==> src/rtl/mem_pkg.sv <==
`default_nettype none
// ============================================================================
// Module   : mem_pkg
// Brief    : Shared types and helpers for the MEM pipeline stage.
// Revision : 1.0 - initial release
// ============================================================================
package mem_pkg;

    typedef enum logic [1:0] {
        IDLE = 2'd0,
        WAIT = 2'd1,
        DONE = 2'd2
    } memState_t;

    localparam logic [1:0] SZ_BYTE = 2'b00;
    localparam logic [1:0] SZ_HALF = 2'b01;
    localparam logic [1:0] SZ_WORD = 2'b10;

    // Size code 11 behaves as a word.
    function automatic logic isMisaligned(input logic [1:0] size, input logic [1:0] addrLo);
        case (size)
            SZ_BYTE: isMisaligned = 1'b0;
            SZ_HALF: isMisaligned = addrLo[0];
            default: isMisaligned = (addrLo != 2'b00);
        endcase
    endfunction

endpackage
`default_nettype wire

==> src/rtl/mem_load_align.sv <==
`default_nettype none
// ============================================================================
// Module   : mem_load_align
// Brief    : Lane selection and zero/sign extension of load read data.
// Revision : 1.0 - initial release
// ============================================================================
module mem_load_align
    import mem_pkg::*;
(
    input  logic [31:0] rdata,
    input  logic [1:0]  addrLo,
    input  logic [1:0]  size,
    input  logic        signExt,
    output logic [31:0] loadData
);

    logic [7:0]  w_byte;
    logic [15:0] w_half;

    always_comb begin
        w_byte   = rdata[7:0];
        w_half   = addrLo[1] ? rdata[31:16] : rdata[15:0];
        loadData = rdata;
        case (addrLo)
            2'd1:    w_byte = rdata[15:8];
            2'd2:    w_byte = rdata[23:16];
            2'd3:    w_byte = rdata[31:24];
            default: w_byte = rdata[7:0];
        endcase
        case (size)
            SZ_BYTE: loadData = {{24{signExt & w_byte[7]}}, w_byte};
            SZ_HALF: loadData = {{16{signExt & w_half[15]}}, w_half};
            default: loadData = rdata;
        endcase
    end

endmodule
`default_nettype wire

==> src/rtl/mem_access_stage.sv <==
`default_nettype none
// ============================================================================
// Module   : mem_access_stage
// Brief    : MEM pipeline stage; req/ack data-memory access with stall and
//            bubble generation. Optional WAIT timeout via MEM_TIMEOUT_EN.
// Revision : 1.0 - initial release
// ============================================================================
module mem_access_stage
    import mem_pkg::*;
#(
    parameter int TIMEOUT_CYCLES = 255
) (
    input  logic        clk,
    input  logic        rst_n,
    input  logic        valid_in,
    input  logic        MemReadIN,
    input  logic        MemWriteIN,
    input  logic [1:0]  MemSizeIN,
    input  logic        MemSignedIN,
    input  logic        MemtoRegIN,
    input  logic        RegWriteIN,
    input  logic [31:0] ALU_IN,
    input  logic [31:0] WriteDataIN,
    input  logic [4:0]  DestinoIN,
    output logic        mem_req,
    output logic        mem_we,
    output logic [31:0] mem_addr,
    output logic [3:0]  mem_be,
    output logic [31:0] mem_wdata,
    input  logic [31:0] mem_rdata,
    input  logic        mem_ack,
    output logic        MemtoRegOUT,
    output logic        RegWriteOUT,
    output logic [31:0] dataOUT,
    output logic [31:0] ALU_OUT,
    output logic [4:0]  DestinoOUT,
    output logic        stall_out,
    output logic        misalign_out,
    output logic        mem_err
);

    memState_t   r_state, w_next;
    logic [31:0] r_alu, r_wdata, r_rdata;
    logic [3:0]  r_be;
    logic [4:0]  r_dest;
    logic [1:0]  r_size;
    logic        r_req, r_we, r_isLoad, r_signed, r_memToReg, r_regWrite, r_err;

    logic        w_memOp, w_mis, w_enter, w_ackTake, w_abort, w_timeout;
    logic [3:0]  w_be;
    logic [31:0] w_wdata, w_loadData;

    assign w_memOp = valid_in & (MemReadIN | MemWriteIN);
    assign w_mis   = isMisaligned(MemSizeIN, ALU_IN[1:0]);

    // Store lane steering; loads drive zero write data.
    always_comb begin
        w_be    = 4'b1111;
        w_wdata = WriteDataIN;
        case (MemSizeIN)
            SZ_BYTE: begin
                w_be    = 4'b0001 << ALU_IN[1:0];
                w_wdata = {4{WriteDataIN[7:0]}};
            end
            SZ_HALF: begin
                w_be    = ALU_IN[1] ? 4'b1100 : 4'b0011;
                w_wdata = {2{WriteDataIN[15:0]}};
            end
            default: ;
        endcase
        if (!MemWriteIN) w_wdata = '0;
    end

    mem_load_align u_align (
        .rdata    (mem_rdata),
        .addrLo   (r_alu[1:0]),
        .size     (r_size),
        .signExt  (r_signed),
        .loadData (w_loadData)
    );

`ifdef MEM_TIMEOUT_EN
    logic [15:0] r_timer;

    assign w_timeout = (r_timer == 16'(TIMEOUT_CYCLES - 1));
    assign mem_err   = r_err;

    always_ff @(posedge clk) begin
        if (!rst_n)                r_timer <= '0;
        else if (w_enter)          r_timer <= '0;
        else if (r_state == WAIT)  r_timer <= r_timer + 16'd1;
    end
`else
    logic w_unusedTimeout;
    assign w_unusedTimeout = (TIMEOUT_CYCLES != 0);
    assign w_timeout       = 1'b0;
    assign mem_err         = 1'b0;
`endif

    always_ff @(posedge clk) begin
        if (!rst_n) r_state <= IDLE;
        else        r_state <= w_next;
    end

    always_comb begin
        w_next       = r_state;
        w_enter      = 1'b0;
        w_ackTake    = 1'b0;
        w_abort      = 1'b0;
        stall_out    = 1'b0;
        misalign_out = 1'b0;
        RegWriteOUT  = 1'b0;
        MemtoRegOUT  = 1'b0;
        dataOUT      = '0;
        ALU_OUT      = ALU_IN;
        DestinoOUT   = DestinoIN;
        case (r_state)
            IDLE: begin
                if (!w_memOp) begin
                    RegWriteOUT = RegWriteIN & valid_in;
                    MemtoRegOUT = MemtoRegIN & valid_in;
                end else if (w_mis) begin
                    misalign_out = 1'b1;
                end else begin
                    stall_out = 1'b1;
                    w_enter   = 1'b1;
                    w_next    = WAIT;
                end
            end
            WAIT: begin
                stall_out  = 1'b1;
                ALU_OUT    = r_alu;
                DestinoOUT = r_dest;
                // An ack arriving on the timeout cycle takes priority.
                if (mem_ack) begin
                    w_ackTake = 1'b1;
                    w_next    = DONE;
                end else if (w_timeout) begin
                    w_abort = 1'b1;
                    w_next  = DONE;
                end
            end
            DONE: begin
                RegWriteOUT = r_regWrite & ~r_err;
                MemtoRegOUT = r_memToReg;
                dataOUT     = r_rdata;
                ALU_OUT     = r_alu;
                DestinoOUT  = r_dest;
                w_next      = IDLE;
            end
            default: w_next = IDLE;
        endcase
    end

    always_ff @(posedge clk) begin
        if (!rst_n) begin
            r_alu      <= '0;
            r_wdata    <= '0;
            r_rdata    <= '0;
            r_be       <= '0;
            r_dest     <= '0;
            r_size     <= '0;
            r_req      <= 1'b0;
            r_we       <= 1'b0;
            r_isLoad   <= 1'b0;
            r_signed   <= 1'b0;
            r_memToReg <= 1'b0;
            r_regWrite <= 1'b0;
            r_err      <= 1'b0;
        end else begin
            if (r_state == DONE) r_err <= 1'b0;
            if (w_enter) begin
                r_alu      <= ALU_IN;
                r_wdata    <= w_wdata;
                r_rdata    <= '0;
                r_be       <= w_be;
                r_dest     <= DestinoIN;
                r_size     <= MemSizeIN;
                r_req      <= 1'b1;
                r_we       <= MemWriteIN;
                r_isLoad   <= MemReadIN;
                r_signed   <= MemSignedIN;
                r_memToReg <= MemtoRegIN;
                r_regWrite <= RegWriteIN;
                r_err      <= 1'b0;
            end
            if (w_ackTake) begin
                r_req <= 1'b0;
                r_we  <= 1'b0;
                if (r_isLoad) r_rdata <= w_loadData;
            end
            if (w_abort) begin
                r_req <= 1'b0;
                r_we  <= 1'b0;
                r_err <= 1'b1;
            end
        end
    end

    assign mem_req   = r_req;
    assign mem_we    = r_we;
    assign mem_addr  = {r_alu[31:2], 2'b00};
    assign mem_be    = r_be;
    assign mem_wdata = r_wdata;

endmodule
`default_nettype wire

==> config.mk <==
export PLATFORM = sky130hd
export DESIGN_NAME = mem_access_stage
export DESIGN_NICKNAME = d
export VERILOG_FILES = /design/src/rtl/mem_pkg.sv /design/src/rtl/mem_load_align.sv /design/src/rtl/mem_access_stage.sv
export SDC_FILE = /design/constraint.sdc
export NUM_CORES = 1
export LEC_CHECK = 0
export CELL_PAD_IN_SITES_DETAIL_PLACEMENT = 0
export CELL_PAD_IN_SITES_GLOBAL_PLACEMENT = 2
export CORE_UTILIZATION = 21
export CTS_CLUSTER_SIZE = 25
export DETAILED_ROUTE_END_ITERATION = 10
export HOLD_SLACK_MARGIN = 0.15
export PLACE_DENSITY_LB_ADDON = 0.1
export SETUP_SLACK_MARGIN = 0.1
export SYNTH_ARGS = -nofsm -noshare
export SYNTH_HDL_FRONTEND = slang
export SYNTH_SLANG_ARGS = --single-unit
==> constraint.sdc <==
create_clock -name clk -period 1.95 [get_ports clk]
set_clock_uncertainty 0.05 [all_clocks]
set_input_delay 0.39 -clock clk [delete_from_list [all_inputs] [get_ports clk]]
set_output_delay 0.39 -clock clk [all_outputs]
set_load 0.01 [all_outputs]
==> results.md, run 1 <==
- Slew Limit Fails: 0
- Largest cells by area after synthesis: dfxtp_1 39%, a21oi_1 9.0%, nand2_1 9.0%
- Critical Path AT: between 1.5 and 2 ns
- Reg2reg setup slack: between 0.2 and 0.25 ns
- Finished Layout Cells: about 1,400
- Top FF cell, synth: dfxtp_1
- Clock Latency Late Sink: ~0.4 ns
- Number of global-route vias before repair: between 6,000 and 7,000
- Initial DRC count: roughly 330
- Final net count: ~1,100
- WL final: around 24 mm
- Nature of the critical path endpoint: output port
- First-pass GRT wire length: around 36 mm
- CTS Hold Bufs: 0
- Highest Clock Rate: between 400 and 500 MHz
- DR vias/cell: roughly 4.4
- Met3 WL: 1.791 mm
- CP top delay family: buffers and inverters
- Initial antenna violation count: 0
- H-tree depth: 4
- Period Utilization, post-route: 119.0%
- Initial core utilization: a little over a fifth
- Hold WC Path Type: flip-flop to flip-flop
- Critical path class: flip-flop to output port
- IO Port Bufs: around 250
- Critical Path RT: ~1.5 ns
- Yosys reg bits: roughly 120
- CP max FO: 4
- Max cap viols: 0
- Post-synth EDFFs: 0
- CTS tree: yes
- Remaining antenna violation count: 0
- Clock Pin Slew Worst Setup and Hold Paths: 0.06 ns
- Leak: 0.004150 µW
- Final hold vios: 0
- N_diodes: 0
- Core Region: between 20,000 and 30,000 µm²
- Share of cells above drive strength 1: a little under 30%
- Syn_area_per_cell: 8.324 µm²
- Die width: 169.3 µm
- CTS Buf Count: 17
- Vias: just over 6,000
- FF-to-FF Start: r_state[0]$_SDFFE_PN0P_
- Sequential-to-total area share from yosys stat: between 30% and 40%
- CTS Sinks: 115
- HP Start: mem_wdata[30]$_SDFFE_PN0P_
- Residual DRC: 0
- DR pass1 iterations: 4
- Slowest CP cell: dfxtp_2
- Top-count cell post-synth: nand2_1
- Max VDD drop: ~0.43 mV
- Setup slack after layout: -0.3711 ns
- Slowest cell delay on critical path: around 0.33 ns
- R2r worst-path depth: 8
- DPL Wire Length: ~16 mm
- Yosys top cell area share: between 30% and 40%
- PwrDens: 765.8 nW/µm²
- Count of cell types in the netlist: 43
- GR Util All Layers: roughly 17%
- Largest net degree at the start of global routing: 57
- Total die area: about 29,000 µm²
- Worst hold stages: 2
- Cell accounting for the most synthesized area: dfxtp_1
- CP bufs+invs: 5
- Combinational family with the most area after synthesis: compound AO/OA/AOI/OAI gates
- Hold Path End: mem_wdata[30]$_SDFFE_PN0P_
- Total grt overflow: 0
- Syn Inst Count: between 700 and 800
- DR WL met2: approximately 11 mm
- Min Tclk post-route: 2.321 ns
- Die height: approximately 170 µm
- Max Root-Sink Buffers: 2
- Failing checks: setup timing
- Root buf cell: clkbuf_16
- Num ports: 256
- Routability congestion estimate: approximately 0.78
- RR Endpoint: r_alu[27]$_SDFFE_PN0P_
- Mux share of post-synthesis cell area: between 10% and 20%
- Area added between synthesis and finish: 78.67%
- Cell Rows: 60
- Most Frequent Cell on Critical Path: buf_12
- DP Area: ~9100 µm²
- Placed Cells: about 1,300
- Cell Area, Synth: 5877 µm²
- Compound-gate portion of the synthesized area: 21.35%
- Ys async rst share: 0%
- Critical path launch point type: flip-flop
- Status: finished, violations left
- Synth top cells by count: 141 x nand2_1, 115 x dfxtp_1, 106 x a21oi_1
- Critical path, cell by cell: inv_2 -> ha_4 -> buf_12 -> buf_12 -> buf_16 -> mux2_4 -> buf_6
- Synth Area in Simple Gates: ~17%
- Unrepaired setup endpoints after global routing: yes
- Wire per inst: ~17 µm
- XOR/XNOR share of the synthesized area: 0%
- Synth Area in Adders: less than 1%
- WL met1: 10.53 mm
- Final Cell Area: around 11,000 µm²
- Uppermost layer routed: met4
- Synth Warn #: 0
- # setup viols final: 71
-- sequential cells by signal, indices dropped and copies added, names as in the netlist, 2 cells and up --
name and cells:
mem_wdata 32, r_alu 32, r_rdata 32, r_dest 5, mem_be 4, r_size 2
r_state 2
-- report_power, final --
| part | internal, µW | total [µW] | leakage [µW] | switching, µW |
|---|---|---|---|---|
| registers | 2440 | 2500 | 0.000933 | 61.0 |
| logic | 1320 | 2220 | 0.00292 | 906 |
| clock network | 2170 | 3310 | 0.000298 | 1150 |
-- per-layer routing --
| layer | vias up | global-route usage (%) |
|---|---|---|
| met5 | - | 0 |
| met1 | 2875 | 20.57 |
| met3 | 18 | 5.037 |
| li1 | 3004 | - |
| met2 | 214 | 27.63 |
| met4 | 0 | 4.661 |
-- kinds of logic (layout without fill, tap and decap cells) --
family                   count (synthesis)  count (layout)
buffers and inverters                   93             399
AO/OA/AOI/OAI                          203             203
flip-flops                             115             115
adder cells (fa/ha/maj)                  3               3
AND/OR/NAND/NOR                        221             221
other                                    1               3
multiplexers                            70              70
-- cell usage in the layout, fill, tap and decap left out, types with 3 or more instances in the layout --
cell type and n:
nand3_1 6, nor2_1 17, nor3_1 6, a211oi_1 9
buf_4 73, buf_2 13, a22o_1 22, inv_2 4
mux2i_1 29, a22oi_1 8, inv_1 3, dfxtp_1 113
buf_6 64, clkbuf_1 4, clkbuf_16 18, clkdlybuf4s50_1 174
mux2_4 36, nand2_1 140, mux2_2 4, bufinv_16 4
buf_12 20, conb_1 3, and2_1 14, o21ai_1 23
nand2b_1 4, nor2b_1 4, and2_4 19, o21ai_0 11
a21oi_1 106, clkinv_2 4, a32o_1 3, a21oi_2 9
dlygate4sd2_1 5, buf_16 9
-- stage by stage --
stage	hold WS, ns	setup WS [ns]	util (%)	power, µW	setup TNS, ns
floorplan	0.3823	0.1082	-	3305	0
global placement	0.3861	-0.5119	33.45	4220	-52.41
detailed placement	0.3931	-0.5169	33.45	4230	-57.71
CTS	0.4048	-0.3938	38.21	8126	-18.83
global route	0.4172	-0.4375	38.64	8398	-22.20
finish	0.4014	-0.3711	38.64	8041	-17.15
-- worst min-delay path: stages, from the launching register on --
cell,delay [ns]
dfxtp_1,0.31
nand2_1,0.05
o21ai_1,0.05
-- final cells by class --
class,count,area [µm²]
Clock buffer,22,454.2
Clock inverter,10,156.4
Fill cell,2787,16680
Inverter,7,26.28
Multi-Input combinational cell,500,3286
Sequential cell,115,2305
Tap cell,372,465.4
Timing Repair Buffer,360,3807
-- worst max path at each step --
stage,end,start,cells past startpoint
after global routing,ALU_OUT[5],r_state[0]$_SDFFE_PN0P_,7
after detailed placement,r_rdata[7]$_SDFF_PN0_,MemSizeIN[1],7
after floorplan,ALU_OUT[13],r_state[0]$_SDFFE_PN0P_,5
after CTS,ALU_OUT[30],r_state[0]$_SDFFE_PN0P_,7
final,ALU_OUT[16],r_state[0]$_SDFFE_PN0P_,7
after global placement,stall_out,MemSizeIN[1],6
-- what timing repair did --
action	4_1_cts	5_1_grt
cloned	10	1
pin swaps	2	2
buffers inserted	12	7
setup endpoints to repair	134	112
resized for setup	436	11
No activity file was read; power rests on OpenSTA's default activity.
==> run 2: changes to the inputs <==
--- a/config.mk
+++ b/config.mk
@@ -8,7 +8,7 @@
 export CELL_PAD_IN_SITES_DETAIL_PLACEMENT = 0
 export CELL_PAD_IN_SITES_GLOBAL_PLACEMENT = 2
 export CORE_UTILIZATION = 21
-export CTS_CLUSTER_SIZE = 25
+export CTS_CLUSTER_SIZE = 14
 export DETAILED_ROUTE_END_ITERATION = 10
 export HOLD_SLACK_MARGIN = 0.15
 export PLACE_DENSITY_LB_ADDON = 0.1
==> results of run 2 <==
Same layout as run 1: the final DEF is identical, and so are final timing and power.
==> run 3: changes to the inputs <==
--- a/config.mk
+++ b/config.mk
@@ -12,6 +12,7 @@
 export DETAILED_ROUTE_END_ITERATION = 10
 export HOLD_SLACK_MARGIN = 0.15
 export PLACE_DENSITY_LB_ADDON = 0.1
+export REMOVE_ABC_BUFFERS = 1
 export SETUP_SLACK_MARGIN = 0.1
 export SYNTH_ARGS = -nofsm -noshare
 export SYNTH_HDL_FRONTEND = slang
==> run 3 against run 2 <==
Against the previous run: the run still ends with setup timing left; register-to-register slack worse by 0.03 ns; wire length down 6.0%; flip-flop and latch count unchanged; critical path type unchanged.
==> results.md, run 3 (synthesized netlist as in run 1, its figures left out) <==
- CTS tree: yes
- Reg2reg setup slack: 0.21 ns (-0.03 ns)
- Flip-flop and latch area: 2306 µm² (about the same)
- Worst hold stages: 2 (unchanged)
- Core Region: 27,180 µm² (unchanged)
- Die width: 169.3 µm (unchanged)
- Area added between synthesis and finish: 78.52% (about the same)
- Initial antenna violation count: 1 (+1)
- Final net count: 1,109 (-0.63%)
- Finished Layout Cells: 1,379 (-0.51%)
- Remaining antenna violation count: 0 (unchanged)
- Placed Cells: 1,321 (-0.30%)
- DR vias/cell: 4.389 (-0.45%)
- First-pass GRT wire length: 35.13 mm (-1.8%)
- HP Start: mem_wdata[20]$_SDFFE_PN0P_
- Max VDD drop: 0.4214 mV (-2.9%)
- Share of cells above drive strength 1: 30.62% (+1.4 points)
- Slew Limit Fails: 0 (unchanged)
- CP max FO: 8 (+4)
- R2r worst-path depth: 9 (+1)
- Area of the multi-input gates: 3342 µm² (+1.7%)
- Most frequent cells in the layout: 175 x clkdlybuf4s50_1, 140 x nand2_1, 112 x dfxtp_1
- Status: finished, violations left
- Critical Path RT: 1.51 ns (about the same)
- Leak: 0.004123 µW (-0.66%)
- Die height: 169.3 µm (unchanged)
- IO Port Bufs: 252 (unchanged)
- Vias: 6,053 (-0.95%)
- # fillers: 2,808 (+0.75%)
- Fin Setup TNS: -19.85 ns (-2.700 ns)
- Period Utilization, post-route: 119.7% (+0.64 points)
- GR Util All Layers: 15.86% (-0.72 points)
- Initial DRC count: 192 (-42%)
- Initial core utilization: 21.63% (unchanged)
- DPL Wire Length: 15.61 mm (-4.6%)
- Unrepaired setup endpoints after global routing: yes
- Failing checks: setup timing
- Highest Clock Rate: 428.5 MHz (-0.53%)
- CTS Sinks: 115 (unchanged)
- Wire per inst: 16.42 µm (-5.5%)
- Max cap viols: 0 (unchanged)
- Clock Pin Slew Worst Setup and Hold Paths: 0.06 ns (about the same)
- Nature of the critical path endpoint: output port
- Critical path launch point: r_state[0]$_SDFFE_PN0P_
- Cell Rows: 60 (unchanged)
- Hold Path End: mem_wdata[20]$_SDFFE_PN0P_
- Max Root-Sink Buffers: 2 (unchanged)
- Critical path class: flip-flop to output port
- Num ports: 256 (unchanged)
- CTS Buf Count: 17 (unchanged)
- Total grt overflow: 0 (unchanged)
- Critical Path AT: 1.89 ns (about the same)
- Routability congestion estimate: 0.7554 (-2.7%)
- Min Tclk post-route: 2.334 ns (+0.01242 ns)
- RR Endpoint: mem_wdata[23]$_SDFFE_PN0P_
- # setup viols final: 71 (unchanged)
- H-tree depth: 4 (unchanged)
- PwrDens: 770.2 nW/µm² (+0.58%)
- Critical path launch point type: flip-flop
- Number of global-route vias before repair: 6,139 (+0.31%)
- Most common cell after layout, fill and taps aside: clkdlybuf4s50_1
- Final hold vios: 0 (unchanged)
- Residual DRC: 0 (unchanged)
- Clock Latency Late Sink: 0.41 ns (about the same)
- Root buf cell: clkbuf_16
- Hold WC Path Type: flip-flop to flip-flop
- Largest net degree at the start of global routing: 57 (unchanged)
- Total die area: 28,660 µm² (unchanged)
- DR pass1 iterations: 4 (unchanged)
- WL final: 22.64 mm (-6.0%)
- FF-to-FF Start: r_state[0]$_SDFFE_PN0P_
- Setup slack after layout: -0.3835 ns (-0.01242 ns)
run 3: worst max path at each step:
| stage | end | slack, ns | cells after the start |
|---|---|---|---|
| after CTS | ALU_OUT[28] | -0.41 | 7 |
| after detailed placement | stall_out | -0.54 | 6 |
| after floorplan | stall_out | -1.10 | 3 |
| after global routing | ALU_OUT[11] | -0.44 | 7 |
| final | ALU_OUT[29] | -0.38 | 7 |
| after global placement | misalign_out | -0.53 | 5 |
run 3: cell type report:
| type | count | share of cell area (%) |
|---|---|---|
| Timing Repair Buffer | 353 | 35.35 |
| Multi-Input combinational cell | 500 | 31.85 |
| Sequential cell | 115 | 21.98 |
| Tap cell | 372 | 4.436 |
| Clock buffer | 21 | 4.389 |
| Clock inverter | 10 | 1.717 |
| Inverter | 7 | 0.2504 |
| Antenna cell | 1 | 0.02385 |
run 3: repair_timing:
item                                    in CTS  in global routing
endpoints found under the setup margin     145                 74
cloned                                       8                  0
hold buffers                                 0                  0
pin swaps                                    3                  3
gates resized for setup                    468                 24
hold endpoints to repair                     0                  0
setup buffers                               19                  2
run 3: through the flow:
step	util, %	worst slack [ns]	power [µW]	area (µm²)	hold slack [ns]
detailed placement	33.26	-0.5354	4199	9037	0.3915
CTS	38.42	-0.4089	8230	10440	0.4032
finish	38.61	-0.3835	8080	10490	0.4003
global route	38.60	-0.4385	8448	10490	0.4189
floorplan	-	-1.105	3189	5371	0.3823
global placement	33.26	-0.5334	4180	9037	0.3879
run 3: worst max-delay path, cell delays in order, from the launching register on:
cell	delay (ns)
dfxtp_2	0.33
inv_2	0.05
ha_4	0.29
buf_12	0.11
buf_12	0.12
buf_16	0.15
mux2_4	0.31
buf_6	0.12
run 3: report_power, final:
group | internal, µW | switching [µW] | leakage, µW | total (µW)
logic | 1250 | 869 | 0.00288 | 2120
clock network | 2320 | 1130 | 0.000309 | 3450
registers | 2440 | 64.9 | 0.000934 | 2510
total | 6020 | 2060 | 0.00412 | 8080
run 3: layer usage:
metal	routed length (µm)	track usage, %	vias up
met3	1718	5.924	9
li1	-	-	2994
met2	10730	26.10	186
met4	172	3.721	0
met1	10020	19.52	2864
met5	0	0	-
